File: src/rtl/coin_collector.sv
// coin_collector
//   Front end of the customer purchase path. It accepts coins in customer mode
//   and accumulates a 7-bit credit. On a purchase request it hands money/amount
//   to the purchase stage for a single cycle. It then captures the stage's
//   result and pays it out as change. Cancel, inactivity timeout and leaving
//   customer mode all refund the current credit.
//
// Ports
//   clk, rst_n          rising-edge clock, asynchronous active-low reset
//   mode[1:0]           2'b01 = customer mode; any other value blocks coins
//   coin_valid          one-cycle coin strobe, value given by coin_type
//   coin_type[1:0]      00=1, 01=2, 10=5, 11=10 credit units
//   buy_req             one-cycle purchase request for amount_in items
//   amount_in[3:0]      requested item count, sampled with buy_req
//   cancel              one-cycle abort-and-refund strobe
//   remaining_money[6:0] purchase stage result, sampled in RESULT
//   red_light           purchase stage failure flag, sampled in RESULT
//   money[6:0]          current credit presented to the purchase stage
//   amount[3:0]         latched item count presented to the purchase stage
//   purchase_strobe     high for the single PURCHASE cycle
//   coin_reject         one-cycle pulse: a coin was returned
//   change_valid        one-cycle pulse: change holds the payout
//   change[6:0]         payout value
//   purchase_fail       pulses with change_valid when the purchase failed
module coin_collector #(
  parameter int MAX_CREDIT     = 127,
  parameter int TIMEOUT_CYCLES = 255
) (
  input  logic       clk,
  input  logic       rst_n,
  input  logic [1:0] mode,
  input  logic       coin_valid,
  input  logic [1:0] coin_type,
  input  logic       buy_req,
  input  logic [3:0] amount_in,
  input  logic       cancel,
  input  logic [6:0] remaining_money,
  input  logic       red_light,
  output logic [6:0] money,
  output logic [3:0] amount,
  output logic       purchase_strobe,
  output logic       coin_reject,
  output logic       change_valid,
  output logic [6:0] change,
  output logic       purchase_fail
);

  // The timer only has to count up to TIMEOUT_CYCLES-1.
  localparam int TIMER_W = (TIMEOUT_CYCLES > 1) ? $clog2(TIMEOUT_CYCLES) : 1;
  localparam logic [TIMER_W-1:0] TIMER_LAST = TIMER_W'(TIMEOUT_CYCLES - 1);

  typedef enum logic [2:0] {
    IDLE     = 3'd0,
    COLLECT  = 3'd1,
    PURCHASE = 3'd2,
    RESULT   = 3'd3,
    PAYOUT   = 3'd4
  } state_t;

  function automatic logic [6:0] coin_value(input logic [1:0] kind);
    case (kind)
      2'b00:   return 7'd1;
      2'b01:   return 7'd2;
      2'b10:   return 7'd5;
      default: return 7'd10;
    endcase
  endfunction

  // Sum is formed one bit wider so a coin pushing past 127 cannot wrap.
  function automatic logic [7:0] credit_sum(input logic [6:0] credit,
                                            input logic [6:0] value);
    return {1'b0, credit} + {1'b0, value};
  endfunction

  function automatic logic credit_fits(input logic [7:0] sum);
    return sum <= 8'(MAX_CREDIT);
  endfunction

  state_t             state, state_nxt;
  logic [TIMER_W-1:0] timer, timer_nxt;
  logic [6:0]         money_nxt, change_nxt;
  logic [3:0]         amount_nxt;
  logic               strobe_nxt, reject_nxt, change_valid_nxt, fail_nxt;
  logic               customer;
  logic [7:0]         sum;

  assign customer = (mode == 2'b01);
  assign sum      = credit_sum(money, coin_value(coin_type));

  always_comb begin
    state_nxt        = state;
    timer_nxt        = timer;
    money_nxt        = money;
    amount_nxt       = amount;
    change_nxt       = change;
    strobe_nxt       = 1'b0;
    reject_nxt       = 1'b0;
    change_valid_nxt = 1'b0;
    fail_nxt         = 1'b0;

    case (state)
      IDLE: begin
        if (coin_valid) begin
          if (customer) begin
            money_nxt = coin_value(coin_type);
            timer_nxt = '0;
            state_nxt = COLLECT;
          end else begin
            reject_nxt = 1'b1;
          end
        end
      end

      COLLECT: begin
        // Mode exit beats cancel, which beats buy, which beats a coin.
        if (!customer || cancel) begin
          reject_nxt       = coin_valid;
          change_nxt       = money;
          change_valid_nxt = 1'b1;
          state_nxt        = PAYOUT;
        end else if (buy_req && (amount_in != 4'd0)) begin
          reject_nxt = coin_valid;
          amount_nxt = amount_in;
          strobe_nxt = 1'b1;
          timer_nxt  = '0;
          state_nxt  = PURCHASE;
        end else if (coin_valid) begin
          timer_nxt = '0;
          if (credit_fits(sum)) money_nxt  = sum[6:0];
          else                  reject_nxt = 1'b1;
        end else if (buy_req) begin
          // A zero-item request is ignored but still counts as activity.
          timer_nxt = '0;
        end else if (timer == TIMER_LAST) begin
          change_nxt       = money;
          change_valid_nxt = 1'b1;
          state_nxt        = PAYOUT;
        end else begin
          timer_nxt = timer + 1'b1;
        end
      end

      PURCHASE: begin
        reject_nxt = coin_valid;
        state_nxt  = RESULT;
      end

      RESULT: begin
        reject_nxt       = coin_valid;
        change_nxt       = remaining_money;
        change_valid_nxt = 1'b1;
        fail_nxt         = red_light;
        state_nxt        = PAYOUT;
      end

      PAYOUT: begin
        reject_nxt = coin_valid;
        money_nxt  = '0;
        amount_nxt = '0;
        state_nxt  = IDLE;
      end

      default: state_nxt = IDLE;
    endcase
  end

  // Register stage: every output is driven straight from a flop.
  always_ff @(posedge clk or negedge rst_n) begin
    if (!rst_n) begin
      state           <= IDLE;
      timer           <= '0;
      money           <= '0;
      amount          <= '0;
      change          <= '0;
      purchase_strobe <= 1'b0;
      coin_reject     <= 1'b0;
      change_valid    <= 1'b0;
      purchase_fail   <= 1'b0;
    end else begin
      state           <= state_nxt;
      timer           <= timer_nxt;
      money           <= money_nxt;
      amount          <= amount_nxt;
      change          <= change_nxt;
      purchase_strobe <= strobe_nxt;
      coin_reject     <= reject_nxt;
      change_valid    <= change_valid_nxt;
      purchase_fail   <= fail_nxt;
    end
  end

endmodule

File: config.mk
export PLATFORM = sky130hd
export DESIGN_NAME = coin_collector
export DESIGN_NICKNAME = d
export VERILOG_FILES = /design/src/rtl/coin_collector.sv
export SDC_FILE = /design/constraint.sdc
export NUM_CORES = 1
export LEC_CHECK = 0
export ABC_AREA = 1
export BUFFER_PORTS_ARGS = -buffer_cell sky130_fd_sc_hd__buf_4
export CELL_PAD_IN_SITES_DETAIL_PLACEMENT = 1
export CELL_PAD_IN_SITES_GLOBAL_PLACEMENT = 2
export CORE_MARGIN = 2
export CORE_UTILIZATION = 33
export DETAILED_ROUTE_END_ITERATION = 7
export PLACE_DENSITY = 0.94
export SYNTH_ARGS = -nofsm -noshare
export SYNTH_HDL_FRONTEND = slang
export SYNTH_SLANG_ARGS = --single-unit
File: constraint.sdc
create_clock -name clk -period 3.75 [get_ports clk]
set_clock_uncertainty 0.2 [all_clocks]
set_input_delay 0.1875 -clock clk [delete_from_list [all_inputs] [get_ports clk]]
set_output_delay 0.1875 -clock clk [all_outputs]
set_load 0.02 [all_outputs]
Yosys cells after proc, flatten, opt, wreduce, memory -nomap -nowiden
Index checks and enable logic that the tools add are counted.

storage, ports and cells
  register bits after elaboration = 33
  word-level logic and storage cells = 101
  output and inout bits = 22
  input port bits = 21

operators by class
  reductions and logical operators = 16
  eq/ne operators = 23
  multiplexer cells = 50
  $lt $le $gt $ge = 1
  $add $sub $neg = 2

operator list
  operator               number
  $mux W7                11
  $mux W8                7
  $mux W3                7
  $pmux W7 S3            1
  $pmux W8 S2            1
  $mux W1                15
  $reduce_and A5 Y1      3
  $ne A2 B2 Y1 const B   7
  $pmux W7 S2            1
  $ne A3 B3 Y1 const B   4
  $ne A4 B4 Y1 const B   3
  $pmux W3 S4            1
  $pmux W4 S3            1
  $add A7 B7 Y8          1
  $add A8 B1 Y8 const B  1
  $eq A8 B8 Y1 const B   1
  $le A8 B7 Y1 const B   1
  $mux W4                2
  $pmux W4 S2            1
  $reduce_and A7 Y1      1
  $eq A3 B2 Y1 const B   2
  $reduce_bool A2 Y1     3
  $ne A5 B5 Y1 const B   1
  $eq A2 B1 Y1 const B   2
  other kinds (14)       14

Logic depth before layout (Yosys ltp)
  word-level depth = 9
  mapped depth = 12

Worst setup path after synthesis
OpenSTA, ideal clock, no wires.

  kind = reg-to-reg
  start = register money[0]
  end = register money[6]
  arrival = 1536 ps
  stages on the path, launching flop included = 12
  required time = 3433 ps
  setup time = 117 ps
  path slack = 1896 ps
  cell sequence = dfrtp_1 -> ha_1 -> inv_1 -> fa_1 -> inv_1 -> nand3_1 -> nand2_1 -> nand2_1 -> nand2_1 -> nor2_1 -> nand3_1 -> nand2_1

on the way
  longest elaborated chain between the ends = 6
  elaborated cells on any way between the ends = 9
  classes of those cells = 1 x add/sub; 1 x order compare; 1 x eq/ne; 5 x mux; 1 x reduce/logical

ends and longest elaborated chain
  what                                                  RTL line  text
  start, declared                                       39        output logic [6:0] money,
  start signal, assigned                                182       money <= money_nxt;
  $add A7 B7 Y8 *                                       72        return {1'b0, credit} + {1'b0, value};
  branches (longest 5 deep; another with $le A8 B7 Y1)  -

Mark *: on every way between the ends. The select of a mux whose other input is x is not followed.
A chain may end at the register's enable or synchronous reset.

Worst setup path after layout
  start = register money[2]
  end = register money[2]

Same word-level chain as after synthesis.

==> impl_metrics.env <==
export IMPL_status="finished clean"
export IMPL_holdPathEnd="change[3]"
export IMPL_worstSkewPairLatency_ns=0.29
export IMPL_required_ns=3.78
export IMPL_final_setup_tns_ns=0
export IMPL_first_pass_iters=4
export IMPL_rr_worst_depth=9
export IMPL_slowest_stage="dfrtp_1"
export IMPL_cts_setup_buffers=0
export IMPL_min_from="remaining_money[3]"
export IMPL_crit_top_cell="nand2_1"
export IMPL_antenna_found_initial=0
export IMPL_crit_type="flip-flop to flip-flop"
export IMPL_rows=29
export IMPL_avgViaCountPerCell=4.86
export IMPL_ctsResizeCount=0
export IMPL_overflow=0
export IMPL_reg2reg_slack_ns=1.68
export IMPL_syn_to_final_growth_pct=26.1
export IMPL_rr_endpoint="money[2]"
export IMPL_drtAntennaViolNets=0
export IMPL_die_h_microns=84.5
export IMPL_path_cells="ha_1, nor2_1, a21oi_1, nand2_1, nand3_1, nand2_1, nand2_2, nand2_1, nand2_1"
export IMPL_hp_class="input port to flip-flop"
export IMPL_grt_pass1_vias=2216
export IMPL_vias=2067
export IMPL_synth_area_sq_um=2140
export IMPL_numCtsBuffers=5
export IMPL_hpwlAfterDp_mm=4.54
export IMPL_rsz0062_at_grt="no"
export IMPL_relSlewSlack=0.700
export IMPL_fp_dieArea_sq_um=7130
export IMPL_grt_usage=0.179
export IMPL_clk_path_buf_depth=2
export IMPL_drv_slew=0
export IMPL_yosys_warnings=0
export IMPL_startpoint_type="flip-flop"
export IMPL_setup_viol=0
export IMPL_power_leakage_nw=1.44
export IMPL_utilization=0.427
export IMPL_yosysUniqueCellTypes=30
export IMPL_min_period_over_period=0.551
export IMPL_fmax_ghz=0.484
export IMPL_min_period_ns=2.07
export IMPL_syn_inst=296
export IMPL_hold_buffers=6
export IMPL_wl_per_cell_microns=13.7
export IMPL_ir_drop_mv=0.251
export IMPL_grt_max_degree=34
export IMPL_avgSynthCellArea_sq_um=7.22
export IMPL_critPathMaxFanout=8
export IMPL_h_tree_depth=2
export IMPL_r2r_start="money[2]"
export IMPL_ys_seq_area_frac=0.387
export IMPL_num_io_pins=43
export IMPL_layout_nets=375
export IMPL_grt_first_pass_wirelength_mm=10.4
export IMPL_dieWidth_microns=84.5
export IMPL_n_antenna_cell=0
export IMPL_clkTransAtPathRegs_ns=0.07
export IMPL_cpPeakStageDelay_ns=0.44
export IMPL_drv_cap=0
export IMPL_worst_pin_slew_ns=0.449
export IMPL_final_layout_size_suffix_gt1_frac=0.207
export IMPL_holdPathStages=4
export IMPL_p_per_area_nw_per_um2=633
export IMPL_cts_root_buf="clkbuf_8"
export IMPL_final_hold_violation_count=0
export IMPL_worstPathArrival_ns=2.09
export IMPL_clock_sinks=33
export IMPL_start_util=0.338
export IMPL_wirelength_mm=5.83
export IMPL_ys_seq_elements=33
export IMPL_end_kind="flip-flop"
export IMPL_cts_tree="yes"
export IMPL_portBuffers=42
export IMPL_gp_congestion=0.830
export IMPL_drcViolationCount=0
export IMPL_syn_num_nets=324
export IMPL_first_iter_violations=62
export IMPL_core_sq_um=6310
worst max-delay path by stage:
stage,start,end,slack [ns]
final,money[2],money[2],1.68
after global routing,money[2],money[1],1.44
after CTS,money[2],money[2],1.66
after detailed placement,money[3],money[2],1.69
after global placement,money[3],money[6],1.71
after floorplan,money[0],money[6],1.90
cell usage in the layout, fill, tap and decap left out, types with 2 or more instances in the layout:
| cell type | count |
|---|---|
| inv_1 | 42 |
| nand4_1 | 6 |
| a21oi_1 | 5 |
| nand2_4 | 2 |
| nand2_2 | 3 |
| ha_1 | 6 |
| nor2_1 | 24 |
| nor3_1 | 6 |
| o21ai_0 | 9 |
| nand3_1 | 40 |
| inv_2 | 2 |
| clkbuf_8 | 6 |
| o21ai_2 | 5 |
| dfrtp_1 | 33 |
| mux2_2 | 3 |
| nand3_2 | 2 |
| buf_4 | 42 |
| dlygate4sd3_1 | 6 |
| nor2_4 | 2 |
| nand2_1 | 91 |
final cells by class:
class	instances	area, sq um
clock buffer	7	86.3
sequential	33	826
clock inverter	1	30.0
inverter	45	171
tap	77	96.3
timing repair buffer	48	375
multi-input combinational	214	1110
fill	824	3620
per-stage QoR:
step | area (sq um) | total power [W] | setup slack (ns) | hold WS (ns) | instances
finish | 2690 | 0.00171 | 1.68 | 0.0275 | 425
global route | 2690 | 0.00186 | 1.44 | 0.0363 | 425
CTS | 2690 | 0.00173 | 1.66 | 0.0240 | 425
detailed placement | 2520 | 0.00136 | 1.69 | -0.0314 | 411
global placement | 2520 | 0.00134 | 1.71 | -0.0331 | 411
floorplan | 2140 | 0.00110 | 1.90 | -0.308 | 296
state kept, by name, indices dropped and copies added, names as in the netlist:
name,count
state,3
change_valid,1
change,7
money,7
purchase_fail,1
amount,4
purchase_strobe,1
timer,8
coin_reject,1
Yosys cell counts (all sizes together):
cell type | instances | area, sq um
nand2 | 96 | 383
inv | 45 | 171
nand3 | 42 | 220
dfrtp | 33 | 826
nor2 | 27 | 119
o21ai | 14 | 88.8
a21oi | 6 | 33.8
ha | 6 | 75.1
nand4 | 6 | 37.5
nor3 | 6 | 30.0
buf | 4 | 30.0
mux2 | 3 | 33.8
a31oi | 1 | 21.3
a41oi | 1 | 8.76
fa | 1 | 20.0
nand3b | 1 | 7.51
o211ai | 1 | 7.51
o21bai | 1 | 7.51
o22ai | 1 | 6.26
o32ai | 1 | 8.76
layer usage:
| metal | routed length, microns | vias up | track usage |
|---|---|---|---|
| li1 | - | 1049 | - |
| met1 | 2760 | 981 | 0.239 |
| met2 | 2820 | 31 | 0.300 |
| met3 | 193 | 6 | 0.0354 |
| met4 | 58 | 0 | 0.0418 |
| met5 | 0 | - | 0 |
power by group:
group / internal [W] / total [W] / switching (W)
registers: 0.000445 / 0.000529 / 0.0000839
clock network: 0.000217 / 0.000354 / 0.000137
logic: 0.000282 / 0.000823 / 0.000541
worst max-delay path, delay by kind of cell (launching register included):
family          cells  cell delay, ns
flops               1            0.44
simple gates        7            0.81
compound gates      1            0.18
fa+ha+maj           1            0.36
logic make-up (layout without fill, tap and decap cells):
| group | Yosys count | after routing | share of synthesized area |
|---|---|---|---|
| flip-flops | 33 | 33 | 0.387 |
| AO/OA/AOI/OAI | 26 | 26 | 0.0855 |
| AND/OR/NAND/NOR | 178 | 178 | 0.373 |
| multiplexers | 3 | 3 | 0.0158 |
| adder cells (fa/ha/maj) | 7 | 7 | 0.0445 |
| buffers and inverters | 49 | 101 | 0.0943 |
No activity file was read; power rests on OpenSTA's default activity.
